[src/rtl/pipeline_pkg.sv]
// Shared fetch-stage types and constants.
`ifndef WORD
`define WORD [31:0]
`endif

package pipeline_pkg;

    typedef enum logic [1:0] {BOOT, REQ, HOLD, DRAIN} fetch_state_t;

    localparam logic [31:0] NOP = 32'h0000_0013;

    function automatic logic [31:0] align_word(input logic [31:0] a);
        return {a[31:2], 2'b00};
    endfunction

endpackage

[src/rtl/fetch_skid.sv]
// One-entry {pc, instr} buffer holding a response that decode could not take.
`ifndef WORD
`define WORD [31:0]
`endif

module fetch_skid
    import pipeline_pkg::*;
(
    input  logic        clk,
    input  logic        rst_n,
    input  logic        load_i,
    input  logic        clear_i,
    input  logic `WORD  pc_i,
    input  logic `WORD  instr_i,
    output logic        valid_o,
    output logic `WORD  pc_o,
    output logic `WORD  instr_o
);

    logic        valid_q;
    logic [31:0] pc_q;
    logic [31:0] instr_q;

    // An empty buffer always reads back as a NOP so its contents are safe to forward.
    always_ff @(posedge clk or negedge rst_n) begin
        if (!rst_n) begin
            valid_q <= 1'b0;
            pc_q    <= 32'h0;
            instr_q <= NOP;
        end else if (clear_i) begin
            valid_q <= 1'b0;
            pc_q    <= 32'h0;
            instr_q <= NOP;
        end else if (load_i) begin
            valid_q <= 1'b1;
            pc_q    <= pc_i;
            instr_q <= instr_i;
        end
    end

    assign valid_o = valid_q;
    assign pc_o    = pc_q;
    assign instr_o = instr_q;

endmodule

[src/rtl/fetch_ctrl.sv]
// Instruction-fetch sequencer for variable-latency memory: owns the PC,
// the request handshake and the fetch->decode register.
//
// state | meaning
// BOOT  | first cycle after reset, no request yet
// REQ   | request for pc outstanding on imem
// HOLD  | decode stalled with a response parked in the skid buffer
// DRAIN | redirected while a request was in flight; waiting out its ack
`ifndef WORD
`define WORD [31:0]
`endif

module fetch_ctrl
    import pipeline_pkg::*;
#(
    parameter logic [31:0] RESET_PC  = 32'h0000_0000,
    parameter logic [31:0] NOP_INSTR = NOP
) (
    input  logic        clk,
    input  logic        reset,
    input  logic        stallD,
    input  logic        redirectM,
    input  logic `WORD  pcM,
    output logic        imem_req,
    output logic `WORD  imem_addr,
    input  logic        imem_ack,
    input  logic `WORD  imem_rdata,
    output logic `WORD  pcD,
    output logic `WORD  instrD,
    output logic        validD
);

    fetch_state_t state_q;
    logic [31:0]  pc_q;
    logic [31:0]  req_addr_q;
    logic         req_q;
    logic [31:0]  pcD_q;
    logic [31:0]  instrD_q;
    logic         validD_q;

    logic         dec_free;
    logic         ack;
    logic [31:0]  redirect_pc;
    logic [31:0]  pc_d;
    logic         skid_load;
    logic         skid_clear;
    logic         skid_valid;
    logic [31:0]  skid_pc;
    logic [31:0]  skid_instr;

    assign dec_free    = !validD_q || !stallD;
    assign ack         = imem_ack && req_q;
    assign redirect_pc = align_word(pcM);
    assign pc_d        = pc_q + 32'd4;
    assign skid_load   = (state_q == REQ) && ack && !redirectM && !dec_free;
    assign skid_clear  = redirectM || ((state_q == HOLD) && !stallD);

    fetch_skid u_skid (
        .clk     (clk),
        .rst_n   (reset),
        .load_i  (skid_load),
        .clear_i (skid_clear),
        .pc_i    (pc_q),
        .instr_i (imem_rdata),
        .valid_o (skid_valid),
        .pc_o    (skid_pc),
        .instr_o (skid_instr)
    );

    // req_addr_q doubles as the latched address replayed while draining.
    always_ff @(posedge clk or negedge reset) begin
        if (!reset) begin
            state_q    <= BOOT;
            pc_q       <= align_word(RESET_PC);
            req_addr_q <= align_word(RESET_PC);
            req_q      <= 1'b0;
            pcD_q      <= 32'h0;
            instrD_q   <= NOP_INSTR;
            validD_q   <= 1'b0;
        end else begin
            if (validD_q && !stallD) begin
                validD_q <= 1'b0;
                instrD_q <= NOP_INSTR;
            end
            case (state_q)
                BOOT: begin
                    state_q    <= REQ;
                    req_q      <= 1'b1;
                    req_addr_q <= redirectM ? redirect_pc : pc_q;
                end
                REQ: begin
                    if (redirectM) begin
                        if (ack) begin
                            req_addr_q <= redirect_pc;
                        end else begin
                            state_q <= DRAIN;
                        end
                    end else if (ack) begin
                        pc_q       <= pc_d;
                        req_addr_q <= pc_d;
                        if (dec_free) begin
                            pcD_q    <= pc_q;
                            instrD_q <= imem_rdata;
                            validD_q <= 1'b1;
                        end else begin
                            state_q <= HOLD;
                            req_q   <= 1'b0;
                        end
                    end
                end
                HOLD: begin
                    if (redirectM) begin
                        state_q    <= REQ;
                        req_q      <= 1'b1;
                        req_addr_q <= redirect_pc;
                    end else if (!stallD) begin
                        pcD_q      <= skid_pc;
                        instrD_q   <= skid_instr;
                        validD_q   <= skid_valid;
                        state_q    <= REQ;
                        req_q      <= 1'b1;
                        req_addr_q <= pc_q;
                    end
                end
                DRAIN: begin
                    if (ack) begin
                        state_q    <= REQ;
                        req_addr_q <= redirectM ? redirect_pc : pc_q;
                    end
                end
                default: begin
                    state_q <= BOOT;
                    req_q   <= 1'b0;
                end
            endcase
            // Redirect flushes decode and wins over every load above.
            if (redirectM) begin
                pc_q     <= redirect_pc;
                validD_q <= 1'b0;
                instrD_q <= NOP_INSTR;
            end
        end
    end

    assign imem_req  = req_q;
    assign imem_addr = req_addr_q;
    assign pcD       = pcD_q;
    assign instrD    = instrD_q;
    assign validD    = validD_q;

endmodule

[config.mk]
export PLATFORM = sky130hd
export DESIGN_NAME = fetch_ctrl
export DESIGN_NICKNAME = d
export VERILOG_FILES = /design/src/rtl/pipeline_pkg.sv /design/src/rtl/fetch_skid.sv /design/src/rtl/fetch_ctrl.sv
export SDC_FILE = /design/constraint.sdc
export NUM_CORES = 1
export LEC_CHECK = 0
export CORE_UTILIZATION = 40
export CTS_BUF_LIST = sky130_fd_sc_hd__clkbuf_2
export CTS_CLUSTER_SIZE = 12
export DETAILED_ROUTE_END_ITERATION = 8
export PLACE_DENSITY = 0.65
export REMOVE_ABC_BUFFERS = 1
export SLEW_MARGIN = 20
export SYNTH_ARGS = -nofsm -noshare
export SYNTH_HDL_FRONTEND = slang
export SYNTH_SLANG_ARGS = --single-unit
[constraint.sdc]
create_clock -name clk -period 2.15 [get_ports clk]
set_input_delay 0.43 -clock clk [delete_from_list [all_inputs] [get_ports clk]]
set_output_delay 0.43 -clock clk [all_outputs]
set_load 0.01 [all_outputs]
==> results of run 1 <==
-- cell usage after synthesis (8+ instances only) --
library cell,n,area share [%]
clkbuf_1,50,1.9
mux2i_1,36,3.7
mux2_2,21,2.4
a22oi_1,13,0.99
nand2_1,217,8.3
a21oi_1,76,3.9
dfrtp_1,191,49
xnor2_1,30,2.7
buf_2,31,1.6
nand4_1,18,1.1
inv_1,8,0.30
nor2_1,69,2.6
nor3_1,12,0.61
xor2_1,24,2.1
a22o_1,33,2.9
nand3_1,24,1.2
a222oi_1,29,2.9
o21ai_0,66,3.4
-- area by class of cell --
class	count	share of cell area (%)
clock inverter	12	1.209
timing repair buffer	289	21.13
tap	324	3.158
sequential	197	38.50
clock buffer	18	0.7018
inverter	9	0.2632
multi-input combinational	736	35.03
-- per-layer routing --
layer	vias to the layer above	global-route usage, %	wire length, µm
li1	4044	-	-
met1	4157	30.28	12320
met2	308	37.04	13210
met3	33	5.930	2152
met4	2	5.157	342
met5	-	0	12
-- final timing paths --
check                                                 to  depth (start not counted)  slack [ns]
max                                 pc_q[30]$_DFFE_PN0P_                          8        0.11
max reg2reg                         pc_q[30]$_DFFE_PN0P_                          8        0.11
min                                  pcD[11]$_DFFE_PN0P_                          2        0.08
min in group clk                    instrD[16]$_DFF_PN0_                          3        0.14
min reg2reg                           pcD[7]$_DFFE_PN0P_                          2        0.51
max in group asynchronous  u_skid.instr_o[0]$_DFFE_PN1P_                          3        1.38
-- logic make-up (layout without fill, tap and decap cells) --
| kind of cell | Yosys count | count (layout) | synth area share (%) |
|---|---|---|---|
| simple gates | 381 | 381 | 17.75 |
| compound gates | 240 | 240 | 15.98 |
| flops | 197 | 197 | 50.14 |
| buf+inv | 104 | 328 | 4.752 |
| mux | 57 | 57 | 6.061 |
| xor+xnor | 54 | 54 | 4.803 |
| fa+ha+maj | 4 | 4 | 0.5083 |
-- repair_timing --
action | 4_1_cts | 5_1_grt
hold buffers | 1 | 0
endpoints found under the hold margin | 191 | 0
endpoints found under the setup margin | 101 | 52
setup buffers | 42 | 4
pin swaps | 0 | 1
resized for setup | 101 | 11
-- power by group through the flow --
stage / Sequential [W] / Clock (W) / Combinational [W]
after floorplan: 0.00553 / 0 / 0.00238
after global placement: 0.00526 / 0 / 0.00591
after detailed placement: 0.00528 / 0 / 0.00601
after CTS: 0.00516 / 0.00201 / 0.00601
after global routing: 0.00529 / 0.00214 / 0.00660
final: 0.00516 / 0.00194 / 0.00607
-- worst reg2reg max path: cells and delay by family, from the launching register on --
| family | cells | cell delay, ns |
|---|---|---|
| XOR/XNOR | 1 | 0.15 |
| buffers and inverters | 2 | 0.29 |
| AND/OR/NAND/NOR | 3 | 0.61 |
| flip-flops | 1 | 0.44 |
| multiplexers | 1 | 0.26 |
| adder cells (fa/ha/maj) | 1 | 0.22 |
-- sequential cells by signal (all words and copies together) (netlist names) --
signal,flops
imem_addr,32
imem_req,1
instrD,32
pcD,32
pc_q,32
state_q,2
u_skid.instr_o,32
u_skid.pc_o,32
u_skid.valid_o,1
validD,1
-- layout by cell type, fill, tap and decap left out, types with 29 or more instances in the layout --
cell type,Yosys,final
buf_4,6,104
dfrtp_1,191,187
xnor2_1,30,30
o21ai_0,66,65
mux2i_1,36,36
a222oi_1,29,29
a22o_1,33,33
clkdlybuf4s50_1,0,64
nor2_1,69,68
a21oi_1,76,76
nand2_1,217,215
dlygate4sd2_1,0,95
-- per-stage QoR --
stage / std cells / hold slack (ns)
after CTS: 1581 / 0.05194
after global routing: 1585 / 0.01113
after detailed placement: 1508 / 0.3893
after floorplan: 942 / 0.1344
after global placement: 1508 / 0.3890
final: 1585 / 0.07987
==> flow_summary.toml, run 1 <==
[status]
status = "completed"

[placement]
post-place-ws_ns = -0.2106
port_buffers = 164
place_area_mm2 = 0.01232
place_congestion = 0.8573
hpwl_um = 18600

[global_routing]
grt_overflow = 0
grt_pass1_wl_um = 45710
antenna_found_initial = 1
grt.total_usage_pct = 22.71
grt_pass1_vias = 8449
grt_max_degree = 63

[yosys]
syn_inst = 1037
yosysSeqAreaShare_pct = 50.14
synth_area_mm2 = 0.009847
synth_flop_cell = "dfrtp_1"
yosysWarnings = 0
ys_seq_elements = 197
synth_cell_types = 57
async_flop_share_pct = 100.0
synth-edff-count = 0
syn_avg_cell_area_um2 = 9.496

[final_layout]
drive_gt1_share_pct = 16.73
fill_cells = 2308
regArea_mm2 = 0.004942
final_util_pct = 52.94
nNetsFinal = 1323
antennaDiodeCount = 0
area_delta_synth_final_pct = 30.36
fin_area_mm2 = 0.01284
multi_input_area_mm2 = 0.004497

[clock_tree]
cts_htree_levels = 4
cts.path.max_buffers = 2
cts_sinks = 197
cts_buffers = 17
clk_pin_slew_ns = 0.28
clk_latency_ns = 0.79
clockRootBuffer = "clkbuf_2"
cts_tree = "done"

[pwr]
seq_power_share_pct = 39.2
swShare_pct = 38.14
p_switching_w = 0.005024
combPwrFrac_pct = 46.1
total_power_w = 0.01317
clock_power_share_pct = 14.7
cellPowerDensity_mw_per_mm2 = 1026
peakVddDrop_v = 0.0004816
power_leakage_nw = 5.676
p_int_w = 0.008148

[job]
maxCapViolations = 0

[sta]
timing.fmax_ghz = 0.4900
worst_pin_slew_ns = 0.6664
finalSetupViolations = 0
finalCritPeriodShare_pct = 94.92
finalSetupTns_ns = 0
timing.final.crit_period_ns = 2.041
slew_headroom_pct = 55.57
fin_skew_ns = 0.04876
rsz0062_at_grt = "yes"
hold_viol_final = 0
slew_viol_final = 0
setup_ws_ns = 0.1092

[setup_path]
path_cells = "inv_1 > ha_4 > nand4_4 > nor4_4 > buf_4 > nand4_1 > xnor2_1 > mux2_2"
slowest_delay_ns = 0.44
critical_path_required_ns = 2.85
crit_family = "simple AND/OR/NAND/NOR gates"
crit_path_end_kind = "flip-flop"
slowest_stage = "dfrtp_1"
cp.arrival_ns = 2.74
path_class = "reg2reg"
cp-startpoint = "state_q[1]$_DFFE_PN0P_"
crit_fanout = 11
path_buf_inv = 2
r2r-start = "state_q[1]$_DFFE_PN0P_"
start_kind = "flip-flop"

[die]
num_io_pins = 167
die_y_um = 158.9
start_util_pct = 40.61
dieArea_mm2 = 0.02525
rows = 57
core-area_mm2 = 0.02425
die_w_um = 158.9

[route]
ant_nets = 0
wl_per_cell_um = 17.69
wl_um = 28040
dr.pass1.iters = 9
vias = 8544
via_per_inst = 5.391
drt_iter0_drc = 661
route.detailed.drc = 0

[hold_path]
hold_class = "in2async"
Power figures use the tool's default switching activity.
==> inputs of run 2 (changes only) <==
==> constraint.sdc (replaced) <==
create_clock -name clk -period 2.15 [get_ports clk]
set_input_delay 0.43 -clock clk [delete_from_list [all_inputs] [get_ports clk]]
set_output_delay 0.43 -clock clk [all_outputs]
set_load 0.02 [all_outputs]
==> run 2 against run 1 <==
Effect of this change:
- first-iteration DRC count is 9.1% lower
- register-to-register slack hardly changed
- utilization shrank 1.2 points
- critical path depth down 1
- critical path type unchanged
==> flow_summary.toml, run 2 (synthesized netlist as in run 1, its figures left out) <==
[status]
status = "completed"

[die]
num_io_pins = 167
dieArea_mm2 = 0.02525
die_w_um = 158.9
rows = 57
start_util_pct = 40.61
die_y_um = 158.9
core-area_mm2 = 0.02425

[sta]
hold_viol_final = 0
slew_headroom_pct = 55.48
slew_viol_final = 0
worst_pin_slew_ns = 0.6677
finalSetupTns_ns = 0
finalSetupViolations = 0
timing.final.crit_period_ns = 2.054
timing.fmax_ghz = 0.4869
finalCritPeriodShare_pct = 95.53
rsz0062_at_grt = "yes"
fin_skew_ns = 0.03903

[setup_path]
crit_fanout = 7
cp.arrival_ns = 2.75
r2r_slack_ns = 0.1
path_buf_inv = 1
crit_family = "simple AND/OR/NAND/NOR gates"
start_kind = "flip-flop"
path_class = "reg2reg"
slowest_delay_ns = 0.49
path_cells = "ha_2 > nand4_4 > nor4_4 > buf_4 > nand4_1 > xnor2_1 > mux2_2"
slowest_stage = "dfrtp_2"
critical_path_required_ns = 2.85
crit_path_end_kind = "flip-flop"

[global_routing]
antenna_found_initial = 1
grt_pass1_wl_um = 45110
grt_pass1_vias = 8281
grt.total_usage_pct = 22.45
grt_overflow = 0
grt_max_degree = 63

[pwr]
combPwrFrac_pct = 46.3
seq_power_share_pct = 39.1
p_int_w = 0.007815
clock_power_share_pct = 14.6
total_power_w = 0.01328
cellPowerDensity_mw_per_mm2 = 1058
power_leakage_nw = 5.451
swShare_pct = 41.13
peakVddDrop_v = 0.0004778
p_switching_w = 0.005461

[clock_tree]
clk_latency_ns = 0.79
cts_htree_levels = 4
cts_buffers = 17
cts_tree = "done"
cts.path.max_buffers = 2
cts_sinks = 197
clk_pin_slew_ns = 0.29
clockRootBuffer = "clkbuf_2"

[final_layout]
fin_area_mm2 = 0.01254
area_delta_synth_final_pct = 27.37
nNetsFinal = 1286
instances_no_fill = 1548
layout_commonest_cell = "nand2_1"
final_util_pct = 51.72
antennaDiodeCount = 0
final_cell_mix = "215 x nand2_1, 186 x dfrtp_1, 83 x dlygate4sd2_1, 76 x a21oi_1, 68 x nor2_1"
drive_gt1_share_pct = 14.79

[placement]
hpwl_um = 18600
place_congestion = 0.8573
dpl.cell_count = 1508
place_area_mm2 = 0.01232
port_buffers = 164

[route]
via_per_inst = 5.397
route.detailed.drc = 0
wl_per_cell_um = 17.87
vias = 8354
ant_nets = 0
dr.pass1.iters = 8
wl_um = 27670
drt_iter0_drc = 601

[job]
maxCapViolations = 0

[hold_path]
hold_class = "in2reg"
## run 2: cell count changes in the layout (fill, tap and decap cells not counted), sizes merged
cell | before | now
buf | 125 | 87
clkbuf | 19 | 26
clkdlybuf4s15 | 3 | 8
dlygate4sd2 | 95 | 83
dlygate4sd3 | 1 | 2
## run 2: area by class of cell
type | count | area, µm²
clock inverters | 12 | 155.1
clock buffers | 18 | 90.09
fillers | 2311 | 11710
multi-input cells | 736 | 4497
flip-flops and latches | 197 | 4943
inverters | 9 | 33.78
well taps | 324 | 405.4
repair buffers | 252 | 2417
## run 2: per-stage QoR
step	setup WS [ns]	hold slack, ns
after floorplan	-2.214	0.1344
after global placement	-0.1820	0.3890
after detailed placement	-0.2106	0.3893
after CTS	0.003716	0.05194
after global routing	-0.02970	0.05293
final	0.09615	0.1354
## run 2: path summary, 6_finish.rpt
kind | startpoint | endpoint | depth (start not counted)
max | pc_q[2]$_DFFE_PN0P_ | pc_q[30]$_DFFE_PN0P_ | 7
min | redirectM | instrD[16]$_DFF_PN0_ | 3
max reg2reg | pc_q[2]$_DFFE_PN0P_ | pc_q[30]$_DFFE_PN0P_ | 7
min reg2reg | pcD[7]$_DFFE_PN0P_ | pcD[7]$_DFFE_PN0P_ | 2
max in group asynchronous | reset | u_skid.instr_o[0]$_DFFE_PN1P_ | 4
min in group asynchronous | reset | pcD[11]$_DFFE_PN0P_ | 3
## run 2: worst reg2reg max path, cell delays in order (launching register included)
cell and delay (ns):
dfrtp_2 0.49, ha_2 0.27, nand4_4 0.19, nor4_4 0.30, buf_4 0.20, nand4_1 0.12
xnor2_1 0.15, mux2_2 0.26
## run 2: what timing repair did
action,CTS,global route
gates cloned,0,0
hold buffers,1,1
endpoints found under the hold margin,191,2
pin swaps,0,1
setup buffers,3,5
setup endpoints to repair,101,62
gates resized for setup,105,27
## run 2: metal layers
| layer | wire length, µm | share of wire, % | global-route usage, % |
|---|---|---|---|
| met5 | 12 | 0.043 | 0 |
| met4 | 312 | 1.1 | 5.026 |
| met3 | 2049 | 7.4 | 5.617 |
| met2 | 13180 | 48 | 36.42 |
| met1 | 12110 | 44 | 30.30 |
## run 2: power by group through the flow
stage	logic (W)	registers [W]	clock network (W)
floorplan	0.00238	0.00606	0
global placement	0.00646	0.00526	0
detailed placement	0.00655	0.00528	0
CTS	0.00612	0.00519	0.00201
global route	0.00668	0.00532	0.00215
finish	0.00615	0.00519	0.00194
